==> src/rtl/ctrl_data_deskew.sv <==
// Output-side deskew and Unified Buffer write-back controller.
// Lane i of the skewed array output is delayed by i stages so that every lane of a row lines up.
// The aligned row is then registered once more and written to consecutive UB addresses.
// A start/busy/done handshake brackets each transfer.
module ctrl_data_deskew #(
  parameter int unsigned DATA_BW     = 8,
  parameter int unsigned MATRIX_SIZE = 8,
  parameter int unsigned ADDR_BW     = 8
) (
  input  logic                           clk,
  input  logic                           rstn,
  input  logic                           start,
  input  logic [ADDR_BW-1:0]             base_addr,
  input  logic [ADDR_BW-1:0]             num_rows,
  input  logic                           in_valid,
  input  logic [DATA_BW*MATRIX_SIZE-1:0] data_in,
  output logic                           ub_wr_en,
  output logic [ADDR_BW-1:0]             ub_wr_addr,
  output logic [DATA_BW*MATRIX_SIZE-1:0] ub_wr_data,
  output logic                           busy,
  output logic                           done
);

  localparam int unsigned RowBw = DATA_BW * MATRIX_SIZE;

  typedef enum logic [1:0] {StIdle, StCollect, StDrain, StDone} state_e;

  state_e             state_q, state_d;
  logic [ADDR_BW-1:0] base_q, rows_q, acc_cnt_q, wr_cnt_q, wr_cnt_d;
  logic               start_ok, accept;
  logic [MATRIX_SIZE-2:0] vld_q;
  logic [RowBw-1:0]   aligned;

  // A start is honoured only when no transfer is in flight (IDLE or the DONE cycle).
  assign start_ok = start && ((state_q == StIdle) || (state_q == StDone));
  assign accept   = in_valid && (state_q == StCollect);
  // Write count including the write presented this cycle, so DONE follows the last write directly.
  assign wr_cnt_d = wr_cnt_q + ADDR_BW'(ub_wr_en);

  // State register.
  always_ff @(posedge clk or negedge rstn) begin
    if (!rstn) state_q <= StIdle;
    else       state_q <= state_d;
  end

  // Next-state logic.
  always_comb begin
    state_d = state_q;
    unique case (state_q)
      StIdle, StDone: begin
        if (start) state_d = (num_rows == '0) ? StDone : StCollect;
        else       state_d = StIdle;
      end
      StCollect: begin
        if (accept && ((acc_cnt_q + ADDR_BW'(1)) == rows_q)) state_d = StDrain;
      end
      StDrain: begin
        if (wr_cnt_d == rows_q) state_d = StDone;
      end
      default: state_d = StIdle;
    endcase
  end

  // Handshake outputs decoded from state.
  always_comb begin
    busy = (state_q == StCollect) || (state_q == StDrain);
    done = (state_q == StDone);
  end

  // Transfer parameters and row counters.
  always_ff @(posedge clk or negedge rstn) begin
    if (!rstn) begin
      base_q    <= '0;
      rows_q    <= '0;
      acc_cnt_q <= '0;
      wr_cnt_q  <= '0;
    end else if (start_ok) begin
      base_q    <= base_addr;
      rows_q    <= num_rows;
      acc_cnt_q <= '0;
      wr_cnt_q  <= '0;
    end else begin
      if (accept) acc_cnt_q <= acc_cnt_q + ADDR_BW'(1);
      wr_cnt_q <= wr_cnt_d;
    end
  end

  assign ub_wr_addr = base_q + wr_cnt_q;

  // Per-lane deskew delay lines: lane i carries i stages, lane 0 is a straight wire.
  for (genvar i = 0; i < MATRIX_SIZE; i++) begin : g_lane
    if (i == 0) begin : g_wire
      assign aligned[0 +: DATA_BW] = data_in[0 +: DATA_BW];
    end else begin : g_dly
      logic [DATA_BW-1:0] stg_q [i];

      // Shift lane i through its i stages.
      always_ff @(posedge clk or negedge rstn) begin
        if (!rstn) begin
          for (int unsigned j = 0; j < i; j++) stg_q[j] <= '0;
        end else begin
          stg_q[0] <= data_in[DATA_BW*i +: DATA_BW];
          for (int unsigned j = 1; j < i; j++) stg_q[j] <= stg_q[j-1];
        end
      end

      assign aligned[DATA_BW*i +: DATA_BW] = stg_q[i-1];
    end
  end

  // Accepted-row marker delayed to match the deepest lane.
  always_ff @(posedge clk or negedge rstn) begin
    if (!rstn) begin
      vld_q <= '0;
    end else begin
      vld_q[0] <= accept;
      for (int unsigned k = 1; k < MATRIX_SIZE - 1; k++) vld_q[k] <= vld_q[k-1];
    end
  end

  // Common output register for the write strobe and aligned row.
  always_ff @(posedge clk or negedge rstn) begin
    if (!rstn) begin
      ub_wr_en   <= 1'b0;
      ub_wr_data <= '0;
    end else begin
      ub_wr_en   <= vld_q[MATRIX_SIZE-2];
      ub_wr_data <= aligned;
    end
  end

endmodule

==> config.mk <==
export PLATFORM = sky130hd
export DESIGN_NAME = ctrl_data_deskew
export DESIGN_NICKNAME = d
export VERILOG_FILES = /design/src/rtl/ctrl_data_deskew.sv
export SDC_FILE = /design/constraint.sdc
export NUM_CORES = 1
export LEC_CHECK = 0
export ABC_AREA = 1
export BUFFER_PORTS_ARGS = -buffer_cell sky130_fd_sc_hd__buf_4
export CAP_MARGIN = 15
export CORE_AREA = 5 5 147 149
export CTS_CLUSTER_DIAMETER = 60
export DETAILED_ROUTE_END_ITERATION = 10
export DIE_AREA = 0 0 152 154
export PLACE_DENSITY = 0.72
export SLEW_MARGIN = 25
export SYNTH_ARGS = -nofsm -noshare
export SYNTH_HDL_FRONTEND = slang
export SYNTH_SLANG_ARGS = --single-unit
export TNS_END_PERCENT = 50
==> constraint.sdc <==
create_clock -name clk -period 1.81 [get_ports clk]
set_clock_uncertainty 0.05 [all_clocks]
set_input_delay 0.181 -clock clk [delete_from_list [all_inputs] [get_ports clk]]
set_output_delay 0.181 -clock clk [all_outputs]
set_load 0.01 [all_outputs]
-- Word-level counts from Yosys, hierarchy flattened
Index checks and enable logic that the tools add are counted.
- register bits after elaboration: 330
- bits in latches: 0
- bits in writable memories: 0
- memory bits (read-only): 0
- input port bits: 84
- output and inout bits: 75
- word-level logic and storage cells: 64
- memories: 0
- add/sub/neg operators: 3
- multiply operators: 0
- divide/modulo/power cells: 0
- $lt $le $gt $ge: 0
- equal/unequal tests: 7
- shift-type cells: 0
- multiplexer cells: 8
- bitwise logic cells: 0
- reduce and logical (&&, ||, !) cells: 10
- operators with widths (cell ; number):
    two-way mux 8 bit ; 3
    == test 8 bit ; 2
    adder 8 x 1 -> 8 bit ; 1
    adder 8 x 1 -> 8 bit, second input constant ; 1
    adder 8 bit ; 1
    zero test 8 bit ; 1
    two-way mux 2 bit ; 4
    one-hot mux 2 bit (3 select lines) ; 1
    == test 2 bit, second input constant ; 2
    != test 2 bit, second input constant ; 2
    logical AND 1 bit ; 3
    == test 2 x 1 -> 1 bit, second input constant ; 1
    zero test 2 bit ; 1
    logical OR 1 bit ; 2
    AND reduction 2 bit ; 1
    nonzero test 2 bit ; 1
    OR reduction 2 bit ; 1

-- Depth between registers and ports, before layout
Gate-level depths: netlist of run 1.
- depth after elaboration: 5
- depth in mapped cells: 15
- mapped depth without buffers: 15

-- Worst setup path after synthesis of run 1
OpenSTA, ideal clock, no wires.
- path type: register -> output
- start point: register base_q[0]
- end point: output ub_wr_addr[6]
- arrival: 1.636 ns
- required time: 1.579 ns
- path slack: -0.057 ns
- stages on the path, launching flop included: 9
- path through: dfrtp_1 > ha_1 > inv_1 > fa_1 > o21ai_0 > nand2_1 > a21oi_1 > nor2_1 > xnor2_1
- word-level cells in the longest chain between the ends: 1
- ends and longest elaborated chain (item ; RTL line ; source):
    from (decl) ; 29 ; logic [ADDR_BW-1:0] base_q, rows_q, acc_cnt_q, wr_cnt_q, wr_cnt_d;
    from (signal assigned) ; 78 ; base_q <= base_addr;
    adder 8 bit ; 88 ; assign ub_wr_addr = base_q + wr_cnt_q;
    to (decl) ; 18 ; output logic [ADDR_BW-1:0] ub_wr_addr,
Every way passes these cells.

-- Final worst setup path of run 1
- start point: register wr_cnt_q[0]
- end point: output ub_wr_addr[6]
- word-level cells in the longest chain between the ends: 1
- ends and longest elaborated chain (item ; RTL line ; source):
    from (decl) ; 29 ;
    from (signal assigned) ; 84 ; wr_cnt_q <= wr_cnt_d;
    adder 8 bit ; 88 ;
Every way passes these cells.

==> results of run 1 <==
==> layer usage <==
layer | GRT usage | share of wire | up-vias
met2 | 0.237 | 0.49 | 161
met5 | 0 | 0 | -
li1 | - | - | 2518
met3 | 0.0458 | 0.071 | 31
met1 | 0.202 | 0.41 | 2566
met4 | 0.0449 | 0.021 | 0
==> report_power, final <==
group	switching, µW	total, µW	internal [µW]	leakage [µW]
sequential	311	8280	7970	0.00391
combinational	1290	2420	1130	0.00201
clock	2610	6570	3960	0.000529
==> stage by stage <==
step,worst slack (ns),hold WS (ns),cells
3_5_place_dp,-0.0967,0.0583,1053
6_report,-0.510,0.0366,1199
5_1_grt,-0.668,0.0455,1199
4_1_cts,-0.512,0.0175,1196
2_1_floorplan,0.00824,-0.165,604
3_3_place_gp,-0.0579,0.0623,1053
==> path summary, 6_finish.rpt <==
| check | from | to | slack, ns | depth (start not counted) |
|---|---|---|---|---|
| min in group asynchronous | rstn | base_q[5] | 0.14 | 2 |
| hold / removal | in_valid | vld_q[0] | 0.04 | 4 |
| max in group asynchronous | rstn | g_lane[1].g_dly.stg_q[0] | 0.80 | 4 |
| setup reg to reg | wr_cnt_q[2] | state_q[0] | -0.08 | 14 |
| setup / recovery | wr_cnt_q[0] | ub_wr_addr[6] | -0.51 | 9 |
| hold reg to reg | g_lane[7].g_dly.stg_q[8] | aligned[56] | 0.29 | 0 |
==> flip-flops by register name, indices dropped and copies added, names as in the netlist <==
| name | cells |
|---|---|
| ub_wr_data | 64 |
| g_lane.g_dly.stg_q | 176 |
| state_q | 2 |
| wr_cnt_q | 8 |
| vld_q | 7 |
| ub_wr_en | 1 |
| rows_q | 8 |
| base_q | 8 |
| aligned | 48 |
| acc_cnt_q | 8 |
==> layout make-up <==
class / count / area share
Antenna cell: 1 / 0.000187
Clock buffer: 45 / 0.0733
Clock inverter: 11 / 0.00737
Inverter: 45 / 0.0126
Multi-Input combinational cell: 225 / 0.0929
Sequential cell: 330 / 0.616
Tap cell: 270 / 0.0252
Timing Repair Buffer: 272 / 0.173
==> kinds of logic after synthesis <==
logic type,after synthesis,share of synthesized area
flops,330,0.858
fa+ha+maj,14,0.0190
buf+inv,49,0.0191
compound gates,36,0.0207
simple gates,167,0.0759
xor+xnor,8,0.00728
==> placed cells by master (no fill, tap or decap), types with 2 or more instances in the layout <==
cell / count
nand4_1: 3
inv_1: 44
ha_1: 9
clkinv_2: 4
inv_6: 2
nand2_1: 95
clkbuf_8: 7
xnor2_1: 2
clkbuf_1: 3
buf_12: 5
ha_2: 2
clkbuf_16: 35
buf_4: 184
a21oi_1: 8
dfrtp_1: 330
nand3b_1: 3
o22ai_1: 4
nor2_4: 2
nor2_1: 18
nand2_2: 11
o21ai_1: 2
a21oi_2: 4
nor2_2: 5
o21ai_2: 3
nand3_1: 29
xor2_1: 6
ha_4: 2
clkinvlp_4: 3
dlygate4sd3_1: 81
o21ai_0: 13
==> critical path, delay by kind of cell, from the launching register on <==
kind	cells	cell delay, ns
adder cells (fa/ha/maj)	2	0.54
flip-flops	1	0.36
AO/OA/AOI/OAI	2	0.25
buffers and inverters	2	0.20
AND/OR/NAND/NOR	2	0.13
XOR/XNOR	1	0.13
==> repair_timing <==
item / 4_1_cts / 5_1_grt
endpoints found under the hold margin: 305 / 0
setup buffers: 6 / 2
gates resized for setup: 7 / 10
cloned: 0 / 0
hold buffers: 81 / 0
pin swaps: 5 / 1
setup endpoints to repair: 9 / 15
==> qor.csv, run 1 <==
metric;value;unit
area_delta_synth_final;39.4;%
cp-end-kind;output pin;
grt_max_degree;73;
die-height;154;µm
grt_overflow_total;0;
synth_nets;702;
netlist_top_cells_count;dfrtp_1 (330), nand2_1 (97), inv_1 (45);
relSlewSlack;0.741;
fin_ws;-0.510;ns
critPathSlowestCell;fa_2;
fp.dieW;152;µm
route.detailed.drc;0;
min_period;2.32;ns
drt-vias-per-instance;4.40;
root_buffer;clkbuf_16;
setup_violations;9;
utilization;0.669;
drive_gt1_frac;0.297;
antenna_found_initial;1;
yosysTopAreaCellShare;0.858;
finalPower;17300;µW
min_path_type;in -> reg;
synth.ff_latch_count;330;
ys_seq_area_frac;0.858;
grt_pass1_vias;5606;
dp_hpwl;10300;µm
row_count;52;
worst_path_largest_cell_delay;0.37;ns
design_area;0.0134;mm²
max_freq;431;MHz
hold_viol_final;0;
gp_congestion;0.799;
slew_viol_final;0;
yosys.area.top_type;dfrtp_1;
tns;-2.47;ns
required;1.58;ns
wl_per_cell;14.0;µm
multi_input_area;0.00125;mm²
drt-pass1-iter-count;4;
cp_max_fo;2;
nNetsFinal;1006;
crit_type;reg -> out;
dieArea;0.0234;mm²
worst-endpoint-arrival;2.09;ns
num_io_pins;159;
portBuffers;158;
cts_buffers;34;
leakagePower;0.00645;µW
register_area;0.00826;mm²
post-synth-top-count-cell;dfrtp_1;
cts_tree;yes;
ant_nets;0;
path_clk_slew;0.06;ns
grt_use_total;0.149;
violations;setup timing;
synth_ff_type;dfrtp_1;
yosys.cell_types.count;22;
insertion_delay;0.48;ns
drt-total-wl;16700;µm
maxCapViolations;0;
period_share;1.28;
vias;5276;
async_flop_share;1.00;
power_density;1290;mW/mm²
start_kind;flop;
ir_drop;0.000966;V
worstMarginPinSlew;0.389;ns
htreeDepth;2;
grt_pass1_wl;28700;µm
syn-cell-area;0.00962;mm²
rsz0062_at_grt;yes;
start_util;0.480;
ys_warn_count;0;
synth_edf_count;0;
crit_chain;ha_1 -> inv_1 -> fa_2 -> o21ai_2 -> nand2_1 -> a21oi_2 -> nor2_1 -> xnor2_1 -> buf_4;
nFillCells;1391;
status;complete, but fails checks;
drtIter0Drc;235;
avgSynthCellArea;15.9;µm²
syn_inst;604;
cts_buffer_depth;3;
placed_area;0.0114;mm²
coreArea;0.0200;mm²
yosys-top-cells-area;dfrtp_1 (86%), nand2_1 (3.8%), inv_1 (1.8%);
cts.sinks;330;
Note: power is estimated with default switching activity, not from simulation.
==> inputs of run 2 (changes only) <==
CORE_AREA = 5 5 125 174   (was 5 5 147 149)
DIE_AREA = 0 0 130 179   (was 0 0 152 154)
GPL_TIMING_DRIVEN = 0   (was unset)
PLACE_DENSITY = 0.73   (was 0.72)
==> qor.csv, run 2 (synthesized netlist as in run 1, its figures left out) <==
metric;value;unit;change
status;complete, but fails checks;;
violations;setup timing;;
cp_max_fo;2;;unchanged
start_util;0.485;;+0.00472
min_period;2.50;ns;+0.175 ns
drt-vias-per-instance;4.55;;+3.5%
dieArea;0.0233;mm²;-0.59%
drt-pass1-iter-count;4;;unchanged
reg2reg_from;wr_cnt_q[0];;
relSlewSlack;0.538;;-0.203
nNetsFinal;988;;-1.8%
drt-total-wl;17400;µm;+3.6%
crit_chain;ha_2 -> inv_2 -> fa_2 -> o21ai_2 -> nand2_1 -> a21oi_1 -> nor2_1 -> xnor2_1 -> buf_4;;
final_common_cell;dfrtp_1;;
ant_nets;0;;unchanged
layout_common_cells;dfrtp_1 (328), buf_4 (163), nand2_1 (92), dlygate4sd3_1 (83), inv_1 (41);;
startpoint;wr_cnt_q[0];;
htreeDepth;1;;-1
drtIter0Drc;210;;-11%
p_sw_frac;0.239;;-0.00458
p_comb_frac;0.140;;about the same
drive_gt1_frac;0.295;;-0.00278
worstMarginPinSlew;0.691;ns;+0.302 ns
setup_violations;9;;unchanged
dp_slack;-0.194;ns;-0.0972 ns
max_freq;401;MHz;-7.0%
die-height;179;µm;+16%
cellInternalPower;13600;µW;+4.2%
reg2reg_depth;16;;+2
largest_register_ffs;176;;unchanged
leakagePower;0.00642;µW;-0.50%
slew_viol_final;0;;unchanged
wl_per_cell;14.9;µm;+6.7%
required;1.58;ns;about the same
area_delta_synth_final;39.6;%;
r2r_end;state_q[0];;
insertion_delay;0.54;ns;+0.06 ns
vias;5306;;+0.57%
num_io_pins;159;;unchanged
hold_viol_final;0;;unchanged
cts_tree;yes;;
worst-endpoint-arrival;2.26;ns;+0.17 ns
critPathSlowestCell;dfrtp_1;;
ir_drop;0.000954;V;-1.2%
grt_pass1_wl;28700;µm;about the same
finalPower;17900;µW;+3.6%
start_kind;flop;;
row_count;61;;+17%
antenna_found_initial;0;;-1
grt_max_degree;92;;+26%
root_buffer;clkbuf_16;;
maxCapViolations;0;;unchanged
path_clk_slew;0.06;ns;about the same
cts_buffers;29;;-15%
antenna_cells;0;;-1
grt_overflow_total;0;;unchanged
portBuffers;158;;unchanged
fin_ws;-0.686;ns;-0.175 ns
power_density;1330;mW/mm²;+3.4%
worst_path_largest_cell_delay;0.39;ns;+0.02 ns
grt_use_total;0.156;;+0.00711
grt_pass1_vias;5854;;+4.4%
coreArea;0.0198;mm²;-0.97%
cp-end-kind;output pin;;
crit_end;ub_wr_addr[6];;
cts_buffer_depth;3;;unchanged
p_sw;4280;µW;+1.6%
reg2reg_slack;-0.29;ns;-0.21 ns
cts.sinks;330;;unchanged
rsz0062_at_grt;yes;;
min_path_type;in -> reg;;
clkPwrFrac;0.395;;+0.015
fp.dieW;130;µm;-14%
gp_congestion;0.848;;+6.1%
regMostFlops;g_lane.g_dly.stg_q;;
p_seq_frac;0.465;;-0.014
period_share;1.38;;+0.0968
dp_hpwl;10100;µm;-2.0%
crit_type;reg -> out;;
route.detailed.drc;0;;unchanged
## run 2: changes by cell type in the layout (fill, tap and decap cells not counted), sizes merged
| cell | previous run | this run |
|---|---|---|
| buf | 191 | 172 |
| clkinv | 5 | 7 |
| clkinvlp | 3 | 1 |
| diode | 1 | 0 |
| bufinv | 1 | 10 |
| dlygate4sd3 | 81 | 83 |
| clkbuf | 45 | 38 |
## run 2: power by group through the flow
stage / logic [µW] / registers [µW] / clock network, µW
after detailed placement: 2050 / 8410 / 0
after CTS: 2350 / 8300 / 7280
after floorplan: 1090 / 8360 / 0
after global routing: 2790 / 8390 / 7610
after global placement: 1960 / 8390 / 0
final: 2500 / 8320 / 7080
## run 2: worst min path at each step
stage                      from                        end  slack, ns  depth (start not counted)
finish                    start                 state_q[0]       0.08                          5
global route              start                 state_q[0]       0.10                          5
CTS                       start                 state_q[0]       0.05                          5
detailed placement         rstn   g_lane[1].g_dly.stg_q[6]      -0.03                          1
global placement    data_in[61]  g_lane[7].g_dly.stg_q[53]       0.24                          1
floorplan                  rstn               acc_cnt_q[0]      -0.16                          0
## run 2: final cells by class
type	count	area [µm²]
tap	252	315
timing repair buffer	255	2220
buffer	4	17.5
fill	1329	6410
clock buffer	34	764
multi-input combinational	225	1310
sequential	330	8260
clock inverter	20	379
inverter	45	169
## run 2: repair_timing
item / CTS / global route
buffers inserted: 5 / 5
endpoints found under the setup margin: 10 / 20
pin swaps: 6 / 7
hold buffers: 83 / 0
endpoints found under the hold margin: 270 / 0
gates resized for setup: 17 / 20
## run 2: metrics by stage
| stage | utilization | hold slack (ns) | setup TNS [ns] | cells | area [µm²] |
|---|---|---|---|---|---|
| 6_report | 0.677 | 0.0817 | -4.03 | 1165 | 13400 |
| 2_1_floorplan | - | -0.165 | 0 | 604 | 9620 |
| 5_1_grt | 0.677 | 0.104 | -4.77 | 1165 | 13400 |
| 3_3_place_gp | 0.561 | 0.240 | -723.74 | 1014 | 11100 |
| 3_5_place_dp | 0.567 | -0.0316 | -0.577 | 1018 | 11200 |
| 4_1_cts | 0.672 | 0.0526 | -3.12 | 1160 | 13300 |
## run 2: layer usage
layer,track usage,routed length [µm],vias to the layer above
met1,0.183,6380,2618
met5,0,0,-
met2,0.273,9220,169
met3,0.0444,1220,43
met4,0.0568,535,0
li1,-,-,2476
## run 2: worst max-delay path, delay by kind of cell, from the launching register on
kind	cells	cell delay [ns]
buf+inv	2	0.19
flops	1	0.39
fa+ha+maj	2	0.58
simple gates	2	0.14
xor+xnor	1	0.13
compound gates	2	0.30
==> inputs of run 3 (changes only) <==
--- a/config.mk
+++ b/config.mk
@@ -10,8 +10,10 @@
 export CAP_MARGIN = 15
-export CORE_AREA = 5 5 125 174
+export CORE_AREA = 5 5 121 169
+export CTS_BUF_LIST = sky130_fd_sc_hd__clkbuf_8
 export CTS_CLUSTER_DIAMETER = 60
 export DETAILED_ROUTE_END_ITERATION = 10
-export DIE_AREA = 0 0 130 179
+export DIE_AREA = 0 0 126 174
 export GPL_TIMING_DRIVEN = 0
-export PLACE_DENSITY = 0.73
+export HOLD_SLACK_MARGIN = 0.15
+export PLACE_DENSITY = 0.77
 export SLEW_MARGIN = 25
--- a/constraint.sdc
+++ b/constraint.sdc
@@ -4,2 +4,2 @@
 set_output_delay 0.181 -clock clk [all_outputs]
-set_load 0.01 [all_outputs]
+set_load 0.05 [all_outputs]
==> qor.csv, run 3 (synthesized netlist as in run 1, its figures left out) <==
metric;value;unit;change
crit_type;reg -> out;;
maxCapViolations;0;;unchanged
route.detailed.drc;0;;unchanged
regMostFlops;g_lane.g_dly.stg_q;;
die-height;174;µm;-2.8%
antenna_cells;0;;unchanged
reg2reg_depth;14;;-2
drt-total-wl;17400;µm;+0.23%
reg2reg_from;ub_wr_en;;
nNetsFinal;1004;;+1.6%
largest_register_ffs;176;;unchanged
worstMarginPinSlew;0.595;ns;-0.0963 ns
multi_input_area;0.00138;mm²;+5.4%
dp_cells;1013;;-0.49%
grt_use_total;0.166;;+0.00939
relSlewSlack;0.604;;+0.0657
min_from;data_in[53];;
period_share;1.39;;+0.00738
hold_viol_final;0;;unchanged
grt_max_degree;105;;+14%
portBuffers;158;;unchanged
vias;5368;;+1.2%
status;complete, but fails checks;;
worst_path_largest_cell_delay;0.35;ns;-0.04 ns
start_util;0.509;;+0.0237
drtIter0Drc;307;;+46%
fp.dieW;126;µm;-3.1%
cp-end-kind;output pin;;
crit_buf_inv;2;;unchanged
ant_nets;0;;unchanged
drt-pass1-iter-count;4;;unchanged
wl_per_cell;14.6;µm;-1.7%
row_count;60;;-1.6%
holdPathEnd;g_lane[6].g_dly.stg_q[45];;
start_kind;flop;;
gp_congestion;0.846;;-0.24%
cts.sinks;330;;unchanged
max_freq;399;MHz;-0.53%
r2r_end;state_q[0];;
coreArea;0.0189;mm²;-4.7%
nFillCells;1221;;-8.1%
critPathSlowestCell;dfrtp_1;;
min_path_type;in -> reg;;
dp_hpwl;10200;µm;+0.65%
setup_violations;9;;unchanged
worst-endpoint-arrival;2.28;ns;+0.02 ns
crit_chain;ha_2 -> inv_2 -> fa_2 -> o21ai_2 -> nand2_1 -> a21oi_2 -> nor2_2 -> xnor2_4 -> buf_6;;
htreeDepth;2;;+1
reg2reg_slack;-0.18;ns;+0.11 ns
required;1.58;ns;about the same
critical-path-top-delay-family;adder cells;;
dieArea;0.0219;mm²;-5.8%
register_area;0.00826;mm²;about the same
root_buffer;clkbuf_8;;
path_clk_slew;0.07;ns;about the same
grt_overflow_total;0;;unchanged
drive_gt1_frac;0.303;;+0.00856
num_io_pins;159;;unchanged
slew_viol_final;0;;unchanged
fin_ws;-0.699;ns;-0.0133 ns
final_cells;1188;;+2.0%
insertion_delay;0.53;ns;about the same
rsz0062_at_grt;yes;;
violations;setup timing;;
final_common_cell;dfrtp_1;;
cts_buffers;46;;+59%
layout_common_cells;dfrtp_1 (326), buf_4 (155), nand2_1 (96), dlygate4sd3_1 (85), inv_1 (58);;
ir_drop;0.000749;V;-21%
power_density;1300;mW/mm²;-2.1%
cts_buffer_depth;3;;unchanged
cts_tree;yes;;
grt_pass1_vias;5981;;+2.2%
min_period;2.51;ns;+0.0133 ns
utilization;0.704;;+0.0268
cp_max_fo;2;;unchanged
grt_pass1_wl;29100;µm;+1.3%
leakagePower;0.00640;µW;-0.34%
area_delta_synth_final;38.4;%;
whs_path_depth;2;;-3
drt-vias-per-instance;4.52;;-0.79%
antenna_found_initial;0;;unchanged
[run 3: cell types whose count changed in the layout (fill, tap and decap cells not counted), moves of 3 or more]
| cell | previous run | this run |
|---|---|---|
| bufinv_16 | 10 | 2 |
| xor2_1 | 6 | 2 |
| inv_1 | 41 | 58 |
| clkbuf_8 | 2 | 56 |
| buf_6 | 4 | 9 |
| clkbuf_16 | 29 | 0 |
| buf_4 | 163 | 155 |
| nand2_1 | 92 | 96 |
| xor2_2 | 0 | 3 |
| nand2_2 | 14 | 10 |
[run 3: final cells by class]
class	instances	share of cell area
multi-input cells	225	0.103
plain buffers	4	0.00122
clock inverters	26	0.0133
repair buffers	254	0.168
well taps	248	0.0233
inverters	45	0.0127
clock buffers	56	0.0579
flip-flops and latches	330	0.620
[run 3: power breakdown]
group,switching (µW),internal (µW),total [µW]
logic,2090,1310,3410
registers,337,7970,8310
clock network,2550,3100,5650
[run 3: timing repair]
item | 4_1_cts | 5_1_grt
hold endpoints to repair | 415 | 0
pin swaps | 6 | 5
setup buffers | 5 | 3
hold buffers | 85 | 0
setup endpoints to repair | 15 | 219
gates resized for setup | 29 | 12
[run 3: worst max-delay path by stage]
stage	start	endpoint	cells after the start
3_5_place_dp	base_q[0]	ub_wr_addr[6]	9
5_1_grt	base_q[0]	ub_wr_addr[6]	9
2_1_floorplan	base_q[0]	ub_wr_addr[2]	4
3_3_place_gp	rstn	ub_wr_en	1
4_1_cts	base_q[0]	ub_wr_addr[6]	9
6_report	base_q[0]	ub_wr_addr[6]	9
[run 3: metrics by stage]
step                TNS [ns]  area [µm²]  worst slack (ns)  total power (µW)  hold WS, ns
global placement     -730.57       11200             -2.56             11200        0.240
CTS                    -3.69       13200            -0.718             17400        0.194
floorplan             -0.875        9690            -0.212             10200       -0.165
global route           -4.90       13300            -0.844             18300        0.216
detailed placement     -1.16       11300            -0.355             11300        0.134
finish                 -3.59       13300            -0.699             17400        0.238
[run 3: routing by layer]
| metal | routed length [µm] | track usage |
|---|---|---|
| met2 | 9570 | 0.297 |
| met5 | 0 | 0 |
| met3 | 1190 | 0.0464 |
| met4 | 442 | 0.0604 |
| met1 | 6180 | 0.188 |
